--- config.mk ---
export PLATFORM = sky130hd
export DESIGN_NAME = scan_sel_gen
export DESIGN_NICKNAME = d
export VERILOG_FILES = /design/src/rtl/scan_sel_gen_pkg.sv /design/src/rtl/scan_next_idx.sv /design/src/rtl/scan_sel_gen.sv
export SDC_FILE = /design/constraint.sdc
export NUM_CORES = 1
export LEC_CHECK = 0
export ABC_AREA = 1
export CORE_ASPECT_RATIO = 0.8
export CORE_MARGIN = 8
export CORE_UTILIZATION = 50
export DETAILED_ROUTE_END_ITERATION = 8
export GPL_TIMING_DRIVEN = 0
export PLACE_DENSITY = 0.7
export SLEW_MARGIN = 40
export SYNTH_ARGS = -nofsm -noshare
export SYNTH_HDL_FRONTEND = slang
export SYNTH_SLANG_ARGS = --single-unit
--- constraint.sdc ---
create_clock -name clk -period 4.4 [get_ports clk]
set_clock_uncertainty 0.1 [all_clocks]
set_input_delay 0.88 -clock clk [delete_from_list [all_inputs] [get_ports clk]]
set_output_delay 0.88 -clock clk [all_outputs]
set_load 0.02 [all_outputs]
--- src/rtl/scan_sel_gen_pkg.sv ---
// Shared definitions for the scan select generator: select width, line
// count and FSM state encodings, also used by the decoder-side logic.
package scan_sel_gen_pkg;

  localparam int SEL_W     = 3;
  localparam int NUM_LINES = 8;

  typedef enum logic [1:0] {
    ST_IDLE  = 2'd0,
    ST_SCAN  = 2'd1,
    ST_BLANK = 2'd2
  } scan_state_e;

endpackage

--- src/rtl/scan_next_idx.sv ---
// Combinational next-line search for the scan select generator.
//   nxt   : first set mask bit above cur, searching upward modulo NUM_LINES
//           (cur itself when it is the only set bit)
//   wrap  : the search went round, i.e. nxt <= cur
//   first : lowest set mask bit (0 when mask is empty)
module scan_next_idx
  import scan_sel_gen_pkg::*;
(
  input  logic [SEL_W-1:0]     cur,
  input  logic [NUM_LINES-1:0] mask,
  output logic [SEL_W-1:0]     nxt,
  output logic                 wrap,
  output logic [SEL_W-1:0]     first
);

  logic             found;
  logic [SEL_W-1:0] idx;

  // Upward circular search starting one above the current line.
  always_comb begin
    nxt   = cur;
    found = 1'b0;
    idx   = cur;
    for (int i = 1; i < NUM_LINES; i++) begin
      idx = cur + SEL_W'(i);
      if (!found && mask[idx]) begin
        nxt   = idx;
        found = 1'b1;
      end
    end
    wrap = (nxt <= cur);
  end

  // Priority search from the top down so the lowest set bit wins.
  always_comb begin
    first = '0;
    for (int i = NUM_LINES - 1; i >= 0; i--) begin
      if (mask[i]) first = SEL_W'(i);
    end
  end

endmodule

--- src/rtl/scan_sel_gen.sv ---
// Scan select generator: steps a 3-bit select through all unmasked lines,
// holding each line for DWELL cycles, with a registered valid and a
// one-cycle frame_done pulse on the first cycle after the scan wraps.
// Optional feature macro: BLANK_GAP_EN inserts a one-cycle blank
// (sel_valid=0, sel held) between consecutive selects.
//
// Output semantics: sel is only meaningful while sel_valid=1; downstream
// logic gates the decoder with sel_valid. There is no backpressure.
module scan_sel_gen
  import scan_sel_gen_pkg::*;
#(
  parameter int DWELL = 4,
  parameter int CNT_W = 16
) (
  input  logic                 clk,
  input  logic                 rst,
  input  logic                 en,
  input  logic [NUM_LINES-1:0] mask,
  output logic [SEL_W-1:0]     sel,
  output logic                 sel_valid,
  output logic                 frame_done
);

  localparam logic [CNT_W-1:0] CNT_LAST = CNT_W'(DWELL - 1);

  scan_state_e      state_q, state_d;
  logic [CNT_W-1:0] cnt_q, cnt_d;
  logic [SEL_W-1:0] sel_q, sel_d;
  logic             valid_q, valid_d;
  logic             fd_q, fd_d;

  logic [SEL_W-1:0] nxt_idx;
  logic [SEL_W-1:0] first_idx;
  logic             nxt_wrap;
  logic             go;

`ifdef BLANK_GAP_EN
  // Pending select captured on the advance edge, loaded after the blank.
  logic [SEL_W-1:0] pend_q, pend_d;
  logic             pend_wrap_q, pend_wrap_d;
`endif

  scan_next_idx u_next (
    .cur   (sel_q),
    .mask  (mask),
    .nxt   (nxt_idx),
    .wrap  (nxt_wrap),
    .first (first_idx)
  );

  assign go = en && (mask != '0);

  // Next-state, dwell counter and output-register logic.
  always_comb begin
    state_d = state_q;
    cnt_d   = cnt_q;
    sel_d   = sel_q;
    valid_d = valid_q;
    fd_d    = 1'b0;
`ifdef BLANK_GAP_EN
    pend_d      = pend_q;
    pend_wrap_d = pend_wrap_q;
`endif
    case (state_q)
      ST_IDLE: begin
        valid_d = 1'b0;
        cnt_d   = '0;
        if (go) begin
          state_d = ST_SCAN;
          sel_d   = first_idx;
          valid_d = 1'b1;
        end
      end
      ST_SCAN: begin
        if (!go) begin
          state_d = ST_IDLE;
          valid_d = 1'b0;
          cnt_d   = '0;
        end else if (cnt_q == CNT_LAST) begin
          cnt_d = '0;
`ifdef BLANK_GAP_EN
          state_d     = ST_BLANK;
          valid_d     = 1'b0;
          pend_d      = nxt_idx;
          pend_wrap_d = nxt_wrap;
`else
          sel_d = nxt_idx;
          fd_d  = nxt_wrap;
`endif
        end else begin
          cnt_d = cnt_q + CNT_W'(1);
        end
      end
`ifdef BLANK_GAP_EN
      ST_BLANK: begin
        cnt_d = '0;
        if (!go) begin
          state_d = ST_IDLE;
          valid_d = 1'b0;
        end else begin
          state_d = ST_SCAN;
          sel_d   = pend_q;
          valid_d = 1'b1;
          fd_d    = pend_wrap_q;
        end
      end
`endif
      default: begin
        state_d = ST_IDLE;
        valid_d = 1'b0;
        cnt_d   = '0;
      end
    endcase
  end

  // State and output registers with asynchronous reset.
  always_ff @(posedge clk or posedge rst) begin
    if (rst) begin
      state_q <= ST_IDLE;
      cnt_q   <= '0;
      sel_q   <= '0;
      valid_q <= 1'b0;
      fd_q    <= 1'b0;
    end else begin
      state_q <= state_d;
      cnt_q   <= cnt_d;
      sel_q   <= sel_d;
      valid_q <= valid_d;
      fd_q    <= fd_d;
    end
  end

`ifdef BLANK_GAP_EN
  // Pending-select registers used only across the blank cycle.
  always_ff @(posedge clk or posedge rst) begin
    if (rst) begin
      pend_q      <= '0;
      pend_wrap_q <= 1'b0;
    end else begin
      pend_q      <= pend_d;
      pend_wrap_q <= pend_wrap_d;
    end
  end
`endif

  assign sel        = sel_q;
  assign sel_valid  = valid_q;
  assign frame_done = fd_q;

endmodule

==> results.md <==
* GRT overflow at 0
* CTS buffer count at 3
* Routed vias/inst at ~5.1
* Synth Register Bits at 22
* Final HPWL DP at 3410 um
* Antenna cell count at 0
* CP Class: reg2reg
* Starting density of the core at around 53%
* Iter 0 DRT Violations at 120
* Setup TNS at 0 ns
* Pwr Density at approximately 840 nW/um2
* Vias at between 1500 and 2000
* CP Max Fanout at 10
* Number of non-filler instances in the completed layout at between 300 and 400
* H-tree Lvls at 1
* Sink Count at 22
* Post-CTS Setup Bufs at 0
* Global router's overall resource usage at between 10 and 15%
* Initial antenna violation count at 0
* Max Clock Freq at 280.3 MHz
* Hold crit path type: reg2reg
* Hold depth at 1
* Syn Area/Cell at a little over 7 um2
* Placed insts at 348
* GP Congestion at roughly 0.84
* Die footprint at 6322 um2
* Leakage power at about 1.1 nW
* WL final at around 4300 um
* Startpoint Class: register
* Core ar. at around 3800 um2
* Clock Latency Late Sink at ~0.25 ns
* First-pass iteration count of the detailed router at 6
* VDD IR-drop max at between 0.3 and 0.4 mV
* Synth Instances at between 200 and 300
* Area grow syn2layout at 13.62%
* Root Driver: clkbuf_8
* I/O Buffers at 15
* Synth async-reset ratio at 100.0%
* Status: complete, no violations
* Wire length per cell at 12.21 um
* Post-synth EDFFs at 0
* IO Pins at 16
* Final period util at roughly 81%
* Die Wd at ~87 um
* Net Count, Synth at 299
* Worst-path clk slew at around 0.070 ns
* Die Ht at about 73 um
* Final Power at approximately 0.0019 W
* CTS tree: yes
* Main flop type after synthesis: dfrtp_1
* Post-synthesis sequential area ratio at around 27%
* CTS Hold Bufs at 0
* Row cnt at 20
* Max-Cap Viols at 0
* Critical Path AT at between 3 and 4 ns
* Worst-Margin Slew at 0.5101 ns
* CTS max path bufs at 2
* Endpoints failing hold at 0
* Crit path capture type: register
* Setup Viol. Count Final at 0
* Drc violations at 0
* Period minus WS final at roughly 3.6 ns
* Warnings, synthesis at 0
* Final nets at 319
* Synthesized cell area at ~2000 um2
* Max Slew Vio Count at 0
* Fraction of layout cells with a size suffix above 1 at 16.84%
* Vias in the first global route at 1585
* Synth cell types at 43
* CP Data Required Time at roughly 4.4 ns
* Relative slew slack at about 66%
* Largest net degree at the start of global routing at 23
* First-pass GRT wire length at 7251 um
* Worst R2R Path Depth at 18
* Antenna viol nets, final at 0
* Post_cts resized at 0
* RSZ-0062 raised after global routing: false
## path summary, 6_finish.rpt
check / startpoint / to / slack, ns
min in group asynchronous: rst / sel_valid$_DFFE_PP0P_ / 0.85
setup / recovery: sel[0]$_DFFE_PP0P_ / frame_done$_DFF_PP0_ / 0.83
setup reg to reg: sel[0]$_DFFE_PP0P_ / frame_done$_DFF_PP0_ / 0.83
max in group asynchronous: rst / frame_done$_DFF_PP0_ / 3.03
hold / removal: cnt_q[0]$_DFF_PP0_ / cnt_q[0]$_DFF_PP0_ / 0.35
hold reg to reg: cnt_q[0]$_DFF_PP0_ / cnt_q[0]$_DFF_PP0_ / 0.35
## layout by cell type (no fill, tap or decap), types with 3 or more instances in the layout
cell type / synthesis / routed
a21oi_1: 15 / 15
a31oi_1: 3 / 3
buf_6: 3 / 3
clkbuf_8: 0 / 4
clkdlybuf4s50_1: 0 / 15
dfrtp_1: 22 / 22
ha_1: 10 / 10
inv_1: 30 / 29
inv_2: 7 / 8
nand2_1: 60 / 60
nand2_2: 9 / 9
nand3_1: 30 / 30
nand3_2: 4 / 4
nor2_1: 27 / 27
nor2_4: 4 / 4
nor3_1: 6 / 6
nor3b_1: 5 / 5
nor4_1: 7 / 7
o21ai_0: 3 / 3
o21ai_1: 3 / 3
## routing by layer
layer  wire (um)  track usage (%)  part of all wire (%)  vias up
li1            -                -                     -      960
met1        2477            22.42                    58      803
met2        1589            19.02                    37       39
met3         219            2.812                   5.1        2
met4          12            1.143                  0.28        0
met5           0                0                     0        -
## metrics by stage
| stage | area [um2] | util (%) | worst slack [ns] | hold slack (ns) |
|---|---|---|---|---|
| finish | 2286 | 59.71 | 0.8326 | 0.3511 |
| global route | 2286 | 59.71 | 0.5173 | 0.3656 |
| CTS | 2286 | 59.71 | 0.9021 | 0.3558 |
| detailed placement | 2231 | 58.27 | 0.6580 | 0.3440 |
| global placement | 2231 | 58.27 | 0.6743 | 0.3389 |
| floorplan | 2012 | - | 1.336 | 0.3248 |
## worst max-delay path: stages, from the launching register on
cell and delay, ns:
dfrtp_1 0.52, inv_2 0.16, ha_1 0.44, inv_2 0.15
nand3_1 0.13, nand3_1 0.12, nand2_2 0.11, nor2_8 0.15
nand4_2 0.15, o21ai_0 0.12, inv_1 0.05, nand2_1 0.06
nand2_1 0.04, nand2_1 0.06, nand2_2 0.07, ha_1 0.31
a21oi_1 0.12, o21ai_0 0.08, a2111oi_0 0.45
## Yosys cell counts, types with 2 or more instances
cell type   n  area (um2)
a21oi_1    15       75.07
a31oi_1     3       18.77
buf_6       3       33.78
dfrtp_1    22       550.5
ha_1       10       125.1
inv_1      30       112.6
inv_2       7       26.28
nand2_1    60       225.2
nand2_2     9       56.30
nand2_4     2       22.52
nand3_1    30       150.1
nand3_2     4       40.04
nand4_2     2       25.02
nor2_1     27       101.4
nor2_4      4       45.04
nor3_1      6       30.03
nor3b_1     5       37.54
nor4_1      7       43.79
o21a_1      2       15.01
o21ai_0     3       15.01
o21ai_1     3       15.01
xnor2_2     2       32.53
xor2_1      2       17.52
## cells by family after synthesis
| kind of cell | after synthesis | share of synthesized area (%) |
|---|---|---|
| and+or+nand+nor | 165 | 43.66 |
| AOI/OAI and AO/OA | 32 | 9.390 |
| muxes | 1 | 0.5597 |
| xor gates and xnor gates | 5 | 3.296 |
| adders and majority gates | 10 | 6.219 |
| DFF | 22 | 27.36 |
| buffers and inverters | 43 | 9.515 |
## power by group
group | total (W) | switching [W] | internal (W)
logic | 0.00152 | 0.000974 | 0.000541
registers | 0.000268 | 0.0000373 | 0.000231
clock network | 0.000140 | 0.0000604 | 0.0000795
total | 0.00192 | 0.00107 | 0.000852
## sequential cells by signal, indices dropped and copies added, names as in the netlist
name and count:
sel_valid 1, cnt_q 16, frame_done 1, sel 3, state_q 1
## cell type report
cell class                      count  area (um2)
Clock buffer                        4       55.05
Timing Repair Buffer               15       150.1
Fill cell                         361        1543
Tap cell                           55       68.82
Sequential cell                    22       550.5
Multi-Input combinational cell    213        1270
Buffer                              4       37.54
Inverter                           39       153.9
No activity file was read; power rests on OpenSTA's default activity.
